--- src/rtl/synth_pkg.sv ---
// -----------------------------------------------------------------------------
// synth_pkg
// Shared definitions for the note sequencer and the voice-side register map.
//   - Pattern entry layout, MSB first: {en, gate_len[LEN_W], osc[OSC_W]}.
//     The bit offsets are computed from the field widths so that every
//     parameterisation uses the same layout.
//   - Sequencer FSM state encoding.
// -----------------------------------------------------------------------------
package synth_pkg;

  // The oscillator field always sits at the bottom of an entry.
  localparam int OSC_LSB = 0;

  // The gate length field sits directly above the oscillator field.
  function automatic int entry_len_lsb(input int osc_w);
    return OSC_LSB + osc_w;
  endfunction

  // The enable flag is the entry MSB.
  function automatic int entry_en_bit(input int len_w, input int osc_w);
    return entry_len_lsb(osc_w) + len_w;
  endfunction

  typedef enum logic [1:0] {
    ST_IDLE  = 2'd0,
    ST_START = 2'd1,
    ST_GATE  = 2'd2,
    ST_REST  = 2'd3
  } seq_state_e;

endpackage

--- src/rtl/seq_tick_prescaler.sv ---
// -----------------------------------------------------------------------------
// seq_tick_prescaler
// Free-running divider: counts 0..TICK_DIV-1 while enabled and raises tick
// for the single cycle in which the count wraps.
// Ports:
//   clk  - clock
//   rst  - synchronous active-high reset
//   clr  - synchronous clear; holds the count at 0 and suppresses tick
//   en   - count enable
//   tick - one-cycle pulse on the wrap cycle
// -----------------------------------------------------------------------------
module seq_tick_prescaler #(
  parameter int TICK_DIV = 10000
) (
  input  logic clk,
  input  logic rst,
  input  logic clr,
  input  logic en,
  output logic tick
);

  localparam int CNT_W = (TICK_DIV > 1) ? $clog2(TICK_DIV) : 1;
  localparam logic [CNT_W-1:0] CNT_LAST = CNT_W'(TICK_DIV - 1);

  logic [CNT_W-1:0] cnt_q;
  logic [CNT_W-1:0] cnt_d;
  logic             wrap;

  always_comb begin
    wrap  = en && !clr && (cnt_q == CNT_LAST);
    cnt_d = cnt_q;
    if (clr) begin
      cnt_d = '0;
    end else if (en) begin
      cnt_d = wrap ? '0 : cnt_q + CNT_W'(1);
    end
  end

  always_ff @(posedge clk) begin
    if (rst) begin
      cnt_q <= '0;
    end else begin
      cnt_q <= cnt_d;
    end
  end

  assign tick = wrap;

endmodule

--- src/rtl/note_sequencer.sv ---
// -----------------------------------------------------------------------------
// note_sequencer
// Step sequencer feeding the synth voice. Plays a writable STEPS-entry pattern,
// one step every max(tempo,1) ticks of a TICK_DIV clock prescaler. Each step
// drives the voice pitch word and a gate of gate_len ticks.
// Ports:
//   clk         - system clock
//   rst         - synchronous active-high reset
//   run         - 1 = play, 0 = stop (level)
//   tempo       - ticks per step, 0 treated as 1
//   wr_en       - pattern write strobe
//   wr_addr     - pattern entry index
//   wr_data     - {en, gate_len, osc}
//   trig        - gate to the voice
//   osc_count   - pitch word (half-period) to the voice
//   step_idx    - index of the step currently playing
//   step_strobe - one-cycle pulse at every step start
// All outputs come straight from flops.
// -----------------------------------------------------------------------------
module note_sequencer
  import synth_pkg::*;
#(
  parameter int  STEPS    = 16,
  parameter int  OSC_W    = 8,
  parameter int  LEN_W    = 8,
  parameter int  TICK_DIV = 10000,
  localparam int IDX_W    = $clog2(STEPS),
  localparam int ENT_W    = 1 + LEN_W + OSC_W
) (
  input  logic             clk,
  input  logic             rst,
  input  logic             run,
  input  logic [LEN_W-1:0] tempo,
  input  logic             wr_en,
  input  logic [IDX_W-1:0] wr_addr,
  input  logic [ENT_W-1:0] wr_data,
  output logic             trig,
  output logic [OSC_W-1:0] osc_count,
  output logic [IDX_W-1:0] step_idx,
  output logic             step_strobe
);

  localparam int EN_BIT  = entry_en_bit(LEN_W, OSC_W);
  localparam int LEN_LSB = entry_len_lsb(OSC_W);

  // Pattern storage
  logic [ENT_W-1:0] pattern_q [STEPS];

  always_ff @(posedge clk) begin
    if (rst) begin
      for (int i = 0; i < STEPS; i++) begin
        pattern_q[i] <= '0;
      end
    end else if (wr_en) begin
      pattern_q[wr_addr] <= wr_data;
    end
  end

  // State and working registers
  seq_state_e       state_q,       state_d;
  logic [IDX_W-1:0] step_idx_q,    step_idx_d;
  logic [OSC_W-1:0] osc_count_q,   osc_count_d;
  logic             trig_q,        trig_d;
  logic             step_strobe_q, step_strobe_d;
  logic             ent_en_q,      ent_en_d;
  logic [LEN_W-1:0] gate_len_q,    gate_len_d;
  logic [LEN_W-1:0] step_cnt_q,    step_cnt_d;
  logic [LEN_W-1:0] gate_cnt_q,    gate_cnt_d;

  logic             tick;
  logic             prescale_clr;
  logic             load;
  logic [IDX_W-1:0] load_idx;
  logic [ENT_W-1:0] load_entry;
  logic [LEN_W:0]   tempo_eff;
  logic [LEN_W:0]   step_cnt_inc;
  logic             step_end;

  // Holding the prescaler clear while idle means it always restarts from 0
  // on the cycle after run rises, giving a fixed tick phase per run.
  assign prescale_clr = (state_q == ST_IDLE);

  seq_tick_prescaler #(
    .TICK_DIV (TICK_DIV)
  ) u_prescaler (
    .clk  (clk),
    .rst  (rst),
    .clr  (prescale_clr),
    .en   (1'b1),
    .tick (tick)
  );

  // The step boundary is decided on the tick itself (counter value after
  // this tick), so a step lasts exactly tempo ticks. One extra bit keeps the
  // compare safe when the counter sits at its maximum.
  assign tempo_eff    = (tempo == '0) ? (LEN_W + 1)'(1) : {1'b0, tempo};
  assign step_cnt_inc = {1'b0, step_cnt_q} + (LEN_W + 1)'(1);
  assign step_end     = tick && (step_cnt_inc >= tempo_eff);

  always_comb begin
    state_d       = state_q;
    step_idx_d    = step_idx_q;
    osc_count_d   = osc_count_q;
    ent_en_d      = ent_en_q;
    gate_len_d    = gate_len_q;
    step_cnt_d    = step_cnt_q;
    gate_cnt_d    = gate_cnt_q;
    load          = 1'b0;
    load_idx      = step_idx_q + IDX_W'(1);
    load_entry    = '0;

    // Both tick counters saturate so a long gate_len or a raised tempo
    // cannot wrap them back to zero.
    if (tick) begin
      if (step_cnt_q != '1) step_cnt_d = step_cnt_q + LEN_W'(1);
      if (gate_cnt_q != '1) gate_cnt_d = gate_cnt_q + LEN_W'(1);
    end

    case (state_q)
      ST_IDLE: begin
        if (run) begin
          state_d  = ST_START;
          load     = 1'b1;
          load_idx = '0;
        end
      end
      ST_START: begin
        if (!run) begin
          state_d = ST_IDLE;
        end else if (!ent_en_q || (gate_len_q == '0)) begin
          state_d = ST_REST;
        end else begin
          state_d = ST_GATE;
        end
      end
      ST_GATE: begin
        // The step boundary wins over the gate end, which is what keeps
        // trig high to the boundary when gate_len >= tempo.
        if (!run) begin
          state_d = ST_IDLE;
        end else if (step_end) begin
          state_d = ST_START;
          load    = 1'b1;
        end else if (gate_cnt_q >= gate_len_q) begin
          state_d = ST_REST;
        end
      end
      ST_REST: begin
        if (!run) begin
          state_d = ST_IDLE;
        end else if (step_end) begin
          state_d = ST_START;
          load    = 1'b1;
        end
      end
      default: state_d = ST_IDLE;
    endcase

    // Entry fields are captured once per step; later writes to the same
    // entry only show up on its next visit.
    if (load) begin
      load_entry  = pattern_q[load_idx];
      step_idx_d  = load_idx;
      ent_en_d    = load_entry[EN_BIT];
      gate_len_d  = load_entry[LEN_LSB +: LEN_W];
      osc_count_d = load_entry[OSC_LSB +: OSC_W];
      step_cnt_d  = '0;
      gate_cnt_d  = '0;
    end

    // Outputs are registered from the next state so they line up with it.
    trig_d        = (state_d == ST_GATE);
    step_strobe_d = (state_d == ST_START);
  end

  always_ff @(posedge clk) begin
    if (rst) begin
      state_q       <= ST_IDLE;
      step_idx_q    <= '0;
      osc_count_q   <= '0;
      trig_q        <= 1'b0;
      step_strobe_q <= 1'b0;
      ent_en_q      <= 1'b0;
      gate_len_q    <= '0;
      step_cnt_q    <= '0;
      gate_cnt_q    <= '0;
    end else begin
      state_q       <= state_d;
      step_idx_q    <= step_idx_d;
      osc_count_q   <= osc_count_d;
      trig_q        <= trig_d;
      step_strobe_q <= step_strobe_d;
      ent_en_q      <= ent_en_d;
      gate_len_q    <= gate_len_d;
      step_cnt_q    <= step_cnt_d;
      gate_cnt_q    <= gate_cnt_d;
    end
  end

  assign trig        = trig_q;
  assign osc_count   = osc_count_q;
  assign step_idx    = step_idx_q;
  assign step_strobe = step_strobe_q;

endmodule
--- config.mk ---
export PLATFORM = sky130hd
export DESIGN_NAME = note_sequencer
export DESIGN_NICKNAME = d
export VERILOG_FILES = /design/src/rtl/synth_pkg.sv /design/src/rtl/seq_tick_prescaler.sv /design/src/rtl/note_sequencer.sv
export SDC_FILE = /design/constraint.sdc
export NUM_CORES = 1
export LEC_CHECK = 0
export ABC_AREA = 1
export CORE_MARGIN = 4
export CORE_UTILIZATION = 60
export DETAILED_ROUTE_END_ITERATION = 8
export PLACE_DENSITY_LB_ADDON = 0.05
export SLEW_MARGIN = 10
export SYNTH_ARGS = -nofsm -noshare
export SYNTH_HDL_FRONTEND = slang
export SYNTH_SLANG_ARGS = --single-unit
--- constraint.sdc ---
create_clock -name clk -period 5.3 [get_ports clk]
set_input_delay 0.795 -clock clk [delete_from_list [all_inputs] [get_ports clk]]
set_output_delay 0.795 -clock clk [all_outputs]
set_load 0.005 [all_outputs]
==> impl_metrics.sql <==
INSERT INTO impl_metrics (metric_group, metric, value, unit) VALUES
('yosys', 'synth-edff-count', '272', ''),
('final_layout', 'number_of_antenna_diodes', '0', ''),
('die', 'initial_core_util', '61.0', '%'),
('worst_setup_path', 'reg2reg_slack', '1.55', 'ns'),
('yosys', 'syn-cell-area', '0.0154', 'mm2'),
('global_route', 'grt_util_all_layers', '28.0', '%'),
('worst_setup_path', 'critical_path_capture_point_type', 'flop', ''),
('detailed_routing', 'postRouteWirelength', '39800', 'um'),
('timing', 'drv_slew', '0', ''),
('die', 'placeableCoreArea', '0.0253', 'mm2'),
('clocking', 'clock_tree.buffer_depth', '3', ''),
('final_layout', 'post_layout_nonfiller_instances', '2031', ''),
('min_path', 'min_delay_path_depth', '1', ''),
('placed_design', 'dp_hpwl', '23700', 'um'),
('clocking', 'cts_setup_buffers', '0', ''),
('detailed_routing', 'detail_route.vias_per_cell', '5.78', ''),
('detailed_routing', 'initialDrtViolationCount', '1483', ''),
('worst_setup_path', 'timing_worst_setup_path_type', 'primary input to flop', ''),
('timing', 'setup-violations-final', '0', ''),
('die', 'fp.dieH', '168', 'um'),
('global_route', 'grt_pass1_vias', '10900', ''),
('timing', 'clock_skew', '0.00888', 'ns'),
('min_path', 'hold_path_end', 'u_prescaler.cnt_q[0]', ''),
('final_layout', 'multi_input_comb_area', '0.00519', 'mm2'),
('yosys', 'ys_async_sr_fraction', '0', '%'),
('global_route', 'grt_first_pass_wirelength', '61900', 'um'),
('worst_setup_path', 'timing.reg2reg.worst_path_depth', '15', ''),
('clocking', 'cts_tree', 'yes', ''),
('timing', 'worst_pin_slew', '1.15', 'ns'),
('clocking', 'path_clk_slew', '0.06', 'ns'),
('outcome', 'run_status', 'complete, no violations', ''),
('worst_setup_path', 'crit_path_start', 'tempo[1]', ''),
('timing', 'post-route-period-util', '70.9', '%'),
('timing', 'min_period', '3.76', 'ns'),
('power_and_ir_drop', 'p_leak', '6.86', 'nW'),
('timing', 'post-route-worst-setup-slack', '1.54', 'ns'),
('placed_design', 'place.port_buffers', '46', ''),
('yosys', 'synthCells', '1682', ''),
('die', 'site_rows', '58', ''),
('final_layout', 'num-fill-cells', '2033', ''),
('final_layout', 'num-nets-final', '1731', ''),
('yosys', 'synth.yosys.warnings', '0', ''),
('detailed_routing', 'avgRoutedWirePerCell', '19.6', 'um'),
('final_layout', 'ratio_of_cells_with_drive_above_1_in_the_final_layout', '6.29', '%'),
('detailed_routing', 'route.antenna.remaining_nets', '0', ''),
('yosys', 'post_synth.cell_area_avg', '9.16', 'um2'),
('run', 'drv.max_cap_violation_count', '0', ''),
('global_route', 'antenna_found_initial', '0', ''),
('worst_setup_path', 'timing.rr.end', 'step_cnt_q[2]', ''),
('worst_setup_path', 'setup.worst_path.start_class', 'primary input', ''),
('clocking', 'postCtsResizedCells', '0', ''),
('die', 'die_x_extent', '168', 'um'),
('min_path', 'min-delay-path-class', 'flop to flop', ''),
('min_path', 'timing.hold.worst.start', 'u_prescaler.cnt_q[0]', ''),
('yosys', 'yosys_register_bits', '327', ''),
('worst_setup_path', 'timing.critical_path.arrival', '4.13', 'ns'),
('global_route', 'grt_max_degree', '154', ''),
('timing', 'timing.setup.tns', '0', 'ns'),
('worst_setup_path', 'worstPathRequired', '5.67', 'ns'),
('power_and_ir_drop', 'ir_worst_vdd', '0.268', 'mV'),
('final_layout', 'area_delta_synth_final', '10.3', '%'),
('placed_design', 'gp_routability_congestion', '0.856', ''),
('clocking', 'cts_hold_repair.buffers', '0', ''),
('clocking', 'clock_sink_count', '327', ''),
('clocking', 'depth_of_the_cts_h_tree', '2', ''),
('die', 'ios', '47', ''),
('timing', 'final-hold-violation-count', '0', ''),
('timing', 'grt_setup_unrepaired', 'false', ''),
('clocking', 'root_buf_cell', 'clkbuf_16', ''),
('placed_design', 'dpl.cell_count', '1970', ''),
('timing', 'max_slew_margin', '23.0', '%');
-- synthesized netlist by cell type (22+ instances only) --
library cell | number | area share, %
a21oi_1 | 46 | 1.5
inv_1 | 129 | 3.1
o21ai_0 | 52 | 1.7
clkbuf_1 | 55 | 1.3
nor2_1 | 427 | 10
nand3_1 | 173 | 5.6
nand2_1 | 263 | 6.4
dfxtp_1 | 55 | 7.1
edfxtp_1 | 272 | 53
o211ai_1 | 38 | 1.9
buf_2 | 32 | 1.0
or2_2 | 22 | 0.89
-- final cells by class --
cell class / instances / share of cell area (%)
Sequential cell: 327 / 54.5
Multi-Input combinational cell: 1121 / 30.5
Clock buffer: 55 / 5.96
Timing Repair Buffer: 57 / 3.27
Inverter: 135 / 2.98
Tap cell: 330 / 2.43
Clock inverter: 6 / 0.324
-- cell families after synthesis --
family                     Yosys count  share of synthesized area, %
buffers and inverters              234                          6.18
xor gates and xnor gates            15                         0.852
muxes                                1                        0.0649
adders and majority gates           20                          1.62
DFF                                327                          60.1
AOI/OAI and AO/OA                  148                          5.54
and+or+nand+nor                    937                          25.6
-- routing by layer --
| metal | vias up | share of wire [%] | GRT usage (%) |
|---|---|---|---|
| met1 | 5668 | 44 | 41.5 |
| li1 | 5570 | - | - |
| met4 | 0 | 2.6 | 7.34 |
| met5 | - | 0 | 0 |
| met3 | 69 | 7.8 | 3.92 |
| met2 | 432 | 46 | 44.1 |
-- cell usage in the layout, fill, tap and decap left out, drive strengths merged --
cell,netlist,layout
clkbuf,55,55
clkdlybuf4s50,0,46
xnor2,5,5
nand4,12,12
o21a,1,1
a21oi,46,46
inv,134,134
ha,20,20
o31ai,1,1
nand2,283,283
buf,44,11
o211ai,38,38
bufinv,0,1
a41o,1,1
xor2,10,10
nand3,175,175
o21bai,2,2
clkinvlp,0,1
a31oi,1,1
nor4,1,1
nor3b,3,3
o21ai,57,57
dfxtp,55,55
nor3,12,12
nor2,429,429
clkinv,1,5
edfxtp,272,272
or2,22,22
mux2i,1,1
a22oi,1,1
-- worst max-delay path, cell delays in order --
cell,delay (ns)
clkdlybuf4s50_1,0.42
nor4_1,0.38
a41o_1,0.22
ha_1,0.12
inv_1,0.03
nand2_1,0.05
nand2_1,0.05
nand3_1,0.06
nand2_1,0.06
nand2_1,0.06
nand2_1,0.06
nand2_1,0.15
nand4_2,0.88
nand3_2,0.71
a21oi_1,0.08
-- worst max-delay path by stage --
stage | slack [ns] | cells after the start | endpoint
2_1_floorplan | 2.65 | 6 | pattern_q[11][0]
3_3_place_gp | 1.15 | 15 | gate_cnt_q[7]
3_5_place_dp | 1.10 | 15 | gate_cnt_q[1]
4_1_cts | 1.59 | 15 | step_cnt_q[2]
5_1_grt | 1.20 | 15 | step_cnt_q[2]
6_report | 1.54 | 15 | step_cnt_q[2]
-- stage by stage --
stage               area (um2)  util (%)  total power [W]
global placement         15900      63.1          0.00372
global route             17000      67.3          0.00622
finish                   17000      67.3          0.00601
CTS                      17000      67.3          0.00602
floorplan                15400         -          0.00346
detailed placement       15900      63.1          0.00373
-- sequential cells by signal, summed over array words and instances, names as in the netlist --
signal and cells:
ent_en_q 1, osc_count 8, pattern_q 272, u_prescaler.cnt_q 14, step_cnt_q 8, trig 1
state_q 2, step_idx 4, gate_cnt_q 8, gate_len_q 8, step_strobe 1
-- report_power, final --
| group | internal [W] | leakage [nW] | switching, W |
|---|---|---|---|
| registers | 0.00292 | 3.04 | 0.0000455 |
| logic | 0.000202 | 3.30 | 0.000516 |
| clock network | 0.00136 | 0.514 | 0.000962 |
Note: power is estimated with default switching activity, not from simulation.
